### config.mk
export PLATFORM = sky130hd
export DESIGN_NAME = br_issue_seq
export DESIGN_NICKNAME = d
export VERILOG_FILES = /design/src/rtl/br_pkg.sv /design/src/rtl/br_prog_mem.sv /design/src/rtl/br_issue_seq.sv
export SDC_FILE = /design/constraint.sdc
export NUM_CORES = 1
export LEC_CHECK = 0
export BUFFER_PORTS_ARGS = -buffer_cell sky130_fd_sc_hd__clkbuf_2
export CORE_ASPECT_RATIO = 1.1
export CORE_MARGIN = 10
export CORE_UTILIZATION = 60
export DETAILED_ROUTE_END_ITERATION = 10
export PLACE_DENSITY = 0.75
export SLEW_MARGIN = 20
export SYNTH_ARGS = -nofsm -noshare
export SYNTH_HDL_FRONTEND = slang
export SYNTH_SLANG_ARGS = --single-unit
### constraint.sdc
create_clock -name clk -period 6.9 [get_ports clk]
set_input_delay 1.38 -clock clk [delete_from_list [all_inputs] [get_ports clk]]
set_output_delay 1.38 -clock clk [all_outputs]
set_load 0.01 [all_outputs]
### src/rtl/br_pkg.sv
// br_pkg: shared constants and types for the register-bank issue sequencer.
//   Control word layout {OP[19:15], AR2[14:10], AR1[9:5], AW[4:0]}, the opcode
//   encodings, the FSM state type and small opcode-classification helpers.
package br_pkg;

   localparam int WORD_W  = 20;
   localparam int FIELD_W = 5;
   localparam int OP_LSB  = 15;
   localparam int AR2_LSB = 10;
   localparam int AR1_LSB = 5;
   localparam int AW_LSB  = 0;

   localparam logic [FIELD_W-1:0] OP_NOP  = 5'b00000;
   localparam logic [FIELD_W-1:0] OP_ADD  = 5'b00001;
   localparam logic [FIELD_W-1:0] OP_AND  = 5'b00010;
   localparam logic [FIELD_W-1:0] OP_CMP  = 5'b00100;
   localparam logic [FIELD_W-1:0] OP_HALT = 5'b11111;

   typedef enum logic [2:0] {
      IDLE   = 3'd0,
      FETCH  = 3'd1,
      ISSUE  = 3'd2,
      BUBBLE = 3'd3,
      HALTED = 3'd4
   } state_t;

   // Opcodes that may be placed on the bus (HALT is consumed by the sequencer).
   function automatic logic op_issuable(input logic [FIELD_W-1:0] op);
      return (op == OP_NOP) || (op == OP_ADD) || (op == OP_AND) || (op == OP_CMP);
   endfunction

   // Opcodes that write the register bank through AW.
   function automatic logic op_writes(input logic [FIELD_W-1:0] op);
      return (op == OP_ADD) || (op == OP_AND) || (op == OP_CMP);
   endfunction

endpackage

### src/rtl/br_prog_mem.sv
// br_prog_mem: 2**PC_W x WORD_W program RAM, one write port, one synchronous
//   read port. A read and write to the same address in one cycle returns the
//   new data, so a program word written together with start is fetched.
// Ports:
//   clk    in   clock
//   we     in   write strobe
//   waddr  in   write address
//   wdata  in   write data
//   raddr  in   read address (sampled on the rising edge)
//   rdata  out  registered read data
module br_prog_mem
   import br_pkg::*;
#(
   parameter int PC_W = 5
) (
   input  logic              clk,
   input  logic              we,
   input  logic [PC_W-1:0]   waddr,
   input  logic [WORD_W-1:0] wdata,
   input  logic [PC_W-1:0]   raddr,
   output logic [WORD_W-1:0] rdata
);

   logic [WORD_W-1:0] mem [2**PC_W];

   always_ff @(posedge clk) begin
      if (we) mem[waddr] <= wdata;
      rdata <= (we && (waddr == raddr)) ? wdata : mem[raddr];
   end

endmodule

### src/rtl/br_issue_seq.sv
// br_issue_seq: instruction sequencer for the register-bank/ALU control bus.
//   Fetches words from br_prog_mem starting at start_addr and issues one word
//   per valid/ready handshake; stops on HALT, an undefined opcode or the last
//   memory address (pc never wraps).
// Optional feature macro: HAZARD_STALL_EN -- adds a one-cycle BUBBLE before a
//   word whose AR1/AR2 matches the AW of the last handshaken ADD/AND/CMP.
// Ports:
//   clk, rst               clock, synchronous active-high reset
//   prog_we/addr/data      program load port, honoured only while idle
//   start, start_addr      begin execution (ignored while busy)
//   bus_ready              consumer handshake
//   control_bus, bus_valid issued word (zero when not valid)
//   pc                     address of the word being fetched/issued
//   busy, done, illegal_op status; done/illegal_op are sticky until start/rst
//
// state  | meaning
// IDLE   | after reset, waiting for start
// FETCH  | read data for pc available, decode it
// BUBBLE | one-cycle hazard stall before ISSUE (HAZARD_STALL_EN only)
// ISSUE  | word on the bus, waiting for bus_ready
// HALTED | program ended, waiting for start
module br_issue_seq
   import br_pkg::*;
#(
   parameter int PC_W = 5
) (
   input  logic              clk,
   input  logic              rst,
   input  logic              prog_we,
   input  logic [PC_W-1:0]   prog_addr,
   input  logic [WORD_W-1:0] prog_data,
   input  logic              start,
   input  logic [PC_W-1:0]   start_addr,
   input  logic              bus_ready,
   output logic [WORD_W-1:0] control_bus,
   output logic              bus_valid,
   output logic [PC_W-1:0]   pc,
   output logic              busy,
   output logic              done,
   output logic              illegal_op
);

   localparam logic [PC_W-1:0] PC_MAX = '1;

   state_t            state;
   logic [PC_W-1:0]   rd_addr;
   logic [WORD_W-1:0] rdata;
   logic [FIELD_W-1:0] rd_op;
   logic              idle_like;
   logic              start_go;
   logic              handshake;
   logic              hazard;

   assign idle_like = (state == IDLE) || (state == HALTED);
   assign start_go  = idle_like && start;
   assign handshake = (state == ISSUE) && bus_ready;
   assign rd_op     = rdata[OP_LSB +: FIELD_W];

   // Read address runs one step ahead of pc so the word is ready in FETCH.
   always_comb begin
      rd_addr = pc;
      if (start_go)
         rd_addr = start_addr;
      else if (handshake && (pc != PC_MAX))
         rd_addr = pc + 1'b1;
   end

   br_prog_mem #(.PC_W(PC_W)) u_mem (
      .clk   (clk),
      .we    (prog_we && idle_like),
      .waddr (prog_addr),
      .wdata (prog_data),
      .raddr (rd_addr),
      .rdata (rdata)
   );

`ifdef HAZARD_STALL_EN
   logic               trk_vld;
   logic [FIELD_W-1:0] trk_aw;
   logic               to_halted;

   assign to_halted = ((state == FETCH) && !op_issuable(rd_op))
                    || (handshake && (pc == PC_MAX));
   assign hazard = trk_vld && ((rdata[AR1_LSB +: FIELD_W] == trk_aw)
                            || (rdata[AR2_LSB +: FIELD_W] == trk_aw));

   always_ff @(posedge clk) begin
      if (rst) begin
         trk_vld <= 1'b0;
         trk_aw  <= '0;
      end else if (start_go || to_halted) begin
         trk_vld <= 1'b0;
      end else if (handshake && op_writes(control_bus[OP_LSB +: FIELD_W])) begin
         trk_vld <= 1'b1;
         trk_aw  <= control_bus[AW_LSB +: FIELD_W];
      end
   end
`else
   assign hazard = 1'b0;
`endif

   always_ff @(posedge clk) begin
      if (rst) begin
         state       <= IDLE;
         pc          <= '0;
         control_bus <= '0;
         bus_valid   <= 1'b0;
         busy        <= 1'b0;
         done        <= 1'b0;
         illegal_op  <= 1'b0;
      end else begin
         case (state)
            IDLE, HALTED: begin
               if (start) begin
                  state      <= FETCH;
                  pc         <= start_addr;
                  busy       <= 1'b1;
                  done       <= 1'b0;
                  illegal_op <= 1'b0;
               end
            end
            FETCH: begin
               if (rd_op == OP_HALT) begin
                  state <= HALTED;
                  busy  <= 1'b0;
                  done  <= 1'b1;
               end else if (!op_issuable(rd_op)) begin
                  state      <= HALTED;
                  busy       <= 1'b0;
                  done       <= 1'b1;
                  illegal_op <= 1'b1;
               end else if (hazard) begin
                  state <= BUBBLE;
               end else begin
                  state       <= ISSUE;
                  bus_valid   <= 1'b1;
                  control_bus <= rdata;
               end
            end
`ifdef HAZARD_STALL_EN
            BUBBLE: begin
               state       <= ISSUE;
               bus_valid   <= 1'b1;
               control_bus <= rdata;
            end
`endif
            ISSUE: begin
               if (bus_ready) begin
                  bus_valid   <= 1'b0;
                  control_bus <= '0;
                  if (pc == PC_MAX) begin
                     state <= HALTED;
                     busy  <= 1'b0;
                     done  <= 1'b1;
                  end else begin
                     state <= FETCH;
                     pc    <= pc + 1'b1;
                  end
               end
            end
            default: begin
               state       <= IDLE;
               bus_valid   <= 1'b0;
               control_bus <= '0;
               busy        <= 1'b0;
            end
         endcase
      end
   end

endmodule

======== After elaboration in Yosys (flattened, before gate mapping) ========
Memory sizes are Yosys's and may differ from the RTL's. A register that Yosys moved wholly into a read port is not among the register bits.
Cells that the tools add are included.
W data, S select, Z words.
operators by class
  add/subtract/negate cells ............... 1
  multipliers ............................. 0
  div/mod/pow operators ................... 0
  $lt $le $gt $ge ......................... 0
  equality and inequality tests ........... 17
  shift-type cells ........................ 0
  multiplexer cells ....................... 36
  bitwise gates (word level) .............. 1
  reductions and logical operators ........ 20
operators with widths
  kind                   number
  $mux W20               3
  $pmux W20 S3           1
  $mux W5                5
  $mux W1                16
  $reduce_and A4 Y1      4
  $mux W3                5
  $ne A2 B2 Y1 const B   6
  $eq A5 B5 Y1 const B   2
  $pmux W5 S2            1
  $pmux W1 S3            3
  $pmux W3 S3            1
  $add A5 B1 Y5 const B  1
  $eq A5 B1 Y1 const B   1
  $eq A5 B2 Y1 const B   1
  $eq A5 B3 Y1 const B   1
  $logic_not A5 Y1       1
  $ne A5 B5 Y1 const B   1
  $reduce_and A5 Y1      1
  $logic_and A1 B1 Y1    4
  $logic_or A1 B1 Y1     4
  $reduce_bool A2 Y1     2
  $eq A3 B1 Y1 const B   1
  $eq A3 B2 Y1 const B   1
  $eq A3 B3 Y1 const B   1
  other kinds (8)        8
word-level totals
  flip-flop bits (word level) ............. 32
  bits in latches ......................... 0
  memory bits (writable) .................. 640
  memory bits (read-only) ................. 0
  bits of input ports ..................... 35
  output and inout port bits .............. 29
  logic and storage cells ................. 83
  memories ................................ 1
memories
  name       words  width  rd ports  clocked after memory_dff  wr ports  line               text
  u_mem.mem  32     20     1         1                         1         br_prog_mem.sv:24  logic [WORD_W-1:0] mem [2**PC_W];

======== Longest topological paths before layout ========
  depth in word-level cells ............... 7
  mapped depth ............................ 13
  depth with buffers taken out ............ 9

======== By module ========
A second synthesis with hierarchy kept.
unflattened totals
  cells, all modules ...................... 1,567
  area total of the unflattened synthesis .. 26,688.1 µm²
modules (own cells, without submodules)
  module        times used  cells each  area an instance (µm²)  sequential area each (µm²)
  br_prog_mem   1           1,399       25,253.0                19,318.5
  br_issue_seq  1           168         1,435.1                 640.6

======== Least setup slack after synthesis ========
Ideal clock, no wire load.
  path type ............................... input-to-reg
  start ................................... in prog_addr[1]
  end ..................................... mem u_mem.mem[12][0] (enable)
  arrival time ............................ 2.801 ns
  required time ........................... 6.503 ns
  slack ................................... 3.703 ns
  stages on the path ...................... 3
  buffers on the path ..................... 1
  path through ............................ or3_1 -> clkbuf_1 -> nor2_1
RTL lines
  item                line                text
  start: declaration  br_issue_seq.sv:30  input logic [PC_W-1:0] prog_addr,
  end: declaration    br_prog_mem.sv:24
No word-level cell before the write port.

==> results.toml <==
[run_status]
status = "finished, final reports clean"

[final_layout]
final_layout_size_suffix_gt1_frac = 0.325
area_growth_pct = 11.7
nNetsFinal = 1293
antenna_cells = 0
nFillCells = 2644
final_util = 0.675

[power]
power_mw = 8.58
max-vdd-ir-drop_mv = 0.180
p_leak_nw = 9.30
pwr_density_cell_mw_per_mm2 = 294

[die]
core_area_sq_mm = 0.0432
dieArea_sq_mm = 0.0523
io-pin-count = 64
dieWidth_um = 219
initial_core_util = 0.604
fp-row-count = 80
die_y_um = 239

[clocking]
clk_pin_slew_worst_paths_ns = 0.07
cts.htree.levels = 2
cts_tree = "yes"
cts-root-buf = "clkbuf_16"
cts_buffers = 60
postCtsHoldBufs = 0
clk_latency_ns = 0.62
post_cts_buffers = 0
clock_path_buffers = 3
cts_sinks = 677
cts-resized-gates = 0

[global_routing]
grt_overflow_total = 0
met3_usage = 0.0461
busiest_layer = "met2"
grt_pass1_wl_um = 88600
gr-usage-met1 = 0.313
antenna_found_initial = 1
use_met2 = 0.386
gr-usage-all-layers = 0.235
grt_max_degree = 95
grt_pass1_vias = 12914

[synth]
synth-xor-area-share = 0.00101
ys_seq_area_frac = 0.764
yosysUniqueCellTypes = 50
synth-edff-count = 640
synth_top_family_by_area = "multiplexers"
syn-instance-count = 1146
muxShareOfSynthArea = 0.188
yosys.area.top_type_share = 0.736
synth.area.top_cells = "edfxtp_1 (74%), mux4_2 (15%), dfxtp_1 (2.8%)"
synth_area_sq_mm = 0.0261
yosysTopAreaCell = "edfxtp_1"
syn_area_per_cell_sq_um = 22.8
syn_nets = 1183
yosysWarnings = 0
synthArstFlopShare = 0
synth-compound-area-share = 0.0103
yosys.area_share.simple = 0.0226
ys_ff_latch = 677
yosys-top-cells-count = "edfxtp_1 (640), mux4_2 (172), nor2_1 (47)"
synth_most_common_cell = "edfxtp_1"
synthFlopType = "edfxtp_1"
synth_fa_ha_area_frac = 0.00149

[timing]
rsz0062_at_grt = "no"
setup_tns_ns = 0
max-slew-margin-rel = 0.332
finClkSkew_ns = 0.0248
fin_crit_ns = 4.18
hold_violations = 0
fmax_mhz = 240
setup_violations = 0
worst_pin_slew_ns = 1.00
final_max_slew_viol_count = 0
fin_crit_sh = 0.605

[route]
drc = 0
routed_wl_um = 60400
drt_iter0_drc = 1512
num_vias = 12481
vias_per_cell = 6.64
wl_per_cell_um = 32.1
ant_nets = 0
drtPass1Iterations = 5

[critical_path]
worstPathRequired_ns = 7.43
cp_slowest_cell = "dfxtp_4"
worst_setup_path_end_kind = "flop"
max_stage_delay_ns = 0.89
worstPathArrival_ns = 4.71
crit_fanout = 94
critPathKind = "reg -> reg"
path_common_cell = "mux2i_1"
critPathLaunchType = "flop"
path_cells = "buf_12, mux4_1, mux4_2, mux2i_1, maj3_4, a31o_4, nand3_4, mux2i_1"

[flow_run]
maxCapViolCount = 0

[placement]
finalWeightedCongestion = 0.809
dp_hpwl_um = 31600
io_buffers = 63

[hold_path]
hold_path.class = "reg -> reg"
[cell type report]
type / count / area, sq um / share of cell area
multi-input cells: 412 / 5910 / 0.202
clock buffers: 82 / 1660 / 0.0568
flip-flops and latches: 677 / 20000 / 0.685
well taps: 574 / 718 / 0.0246
inverters: 2 / 7.51 / 0.000257
clock inverters: 30 / 275 / 0.00944
repair buffers: 103 / 632 / 0.0217
[cell families (layout without fill, tap and decap cells)]
| group | count (synthesis) | count (layout) |
|---|---|---|
| muxes | 245 | 245 |
| buffers and inverters | 57 | 217 |
| adders and majority gates | 3 | 3 |
| AOI/OAI and AO/OA | 36 | 36 |
| and+or+nand+nor | 125 | 125 |
| DFF | 677 | 677 |
| xor gates and xnor gates | 3 | 3 |
[sequential cells by signal (all words and copies together), names as in the netlist, named ones only]
signal / cells
bus_valid: 1
busy: 1
control_bus: 20
done: 1
illegal_op: 1
pc: 5
state: 3
u_mem.mem: 640
[critical path: cells and delay by family, from the launching register on]
kind	cells	cell delay [ns]
buffers and inverters	1	0.55
adders and majority gates	1	0.29
AOI/OAI and AO/OA	1	0.19
DFF	1	0.89
and+or+nand+nor	1	0.29
muxes	4	1.79
[path summary, 6_finish.rpt]
| check | start | end | slack [ns] | depth (start not counted) |
|---|---|---|---|---|
| worst max-delay path | flop | control_bus[7]$_SDFFE_PP0P_ | 2.72 | 8 |
| worst min-delay path | illegal_op$_SDFFE_PP0P_ | illegal_op$_SDFFE_PP0P_ | 0.46 | 2 |
| worst max register to register | flop | control_bus[7]$_SDFFE_PP0P_ | 2.72 | 8 |
| worst min register to register | illegal_op$_SDFFE_PP0P_ | illegal_op$_SDFFE_PP0P_ | 0.46 | 2 |
[power breakdown]
part           switching, mW  internal, mW  leakage (nW)
Clock                   1.42          1.86         0.939
Sequential            0.0601          4.53          6.07
Combinational          0.362         0.352          2.29
[routing by layer]
metal  share of wire  vias up
li1                -     5061
met1            0.37     6576
met2            0.51      715
met3           0.090      127
met4           0.032        2
met5         0.00033        -
[per-stage QoR]
stage                     hold slack, ns  std cells  setup slack (ns)  cell area (sq um)
after CTS                          0.456       1880              2.70              29200
final                              0.457       1880              2.72              29200
after floorplan                    0.476       1146              3.70              26100
after global placement             0.445       1768              2.82              27200
after global routing               0.489       1880              2.54              29200
after detailed placement           0.449       1768              2.78              27200
[layout by cell type (no fill, tap or decap), types with 16 or more instances in the layout]
| cell type | n |
|---|---|
| edfxtp_1 | 640 |
| mux4_1 | 16 |
| clkbuf_1 | 17 |
| clkbuf_16 | 62 |
| nor2_2 | 32 |
| mux4_2 | 172 |
| mux2_2 | 19 |
| buf_4 | 38 |
| clkbuf_2 | 63 |
| dfxtp_1 | 33 |
| mux2i_1 | 36 |
| nand2_1 | 42 |
No activity file was read; power rests on OpenSTA's default activity.
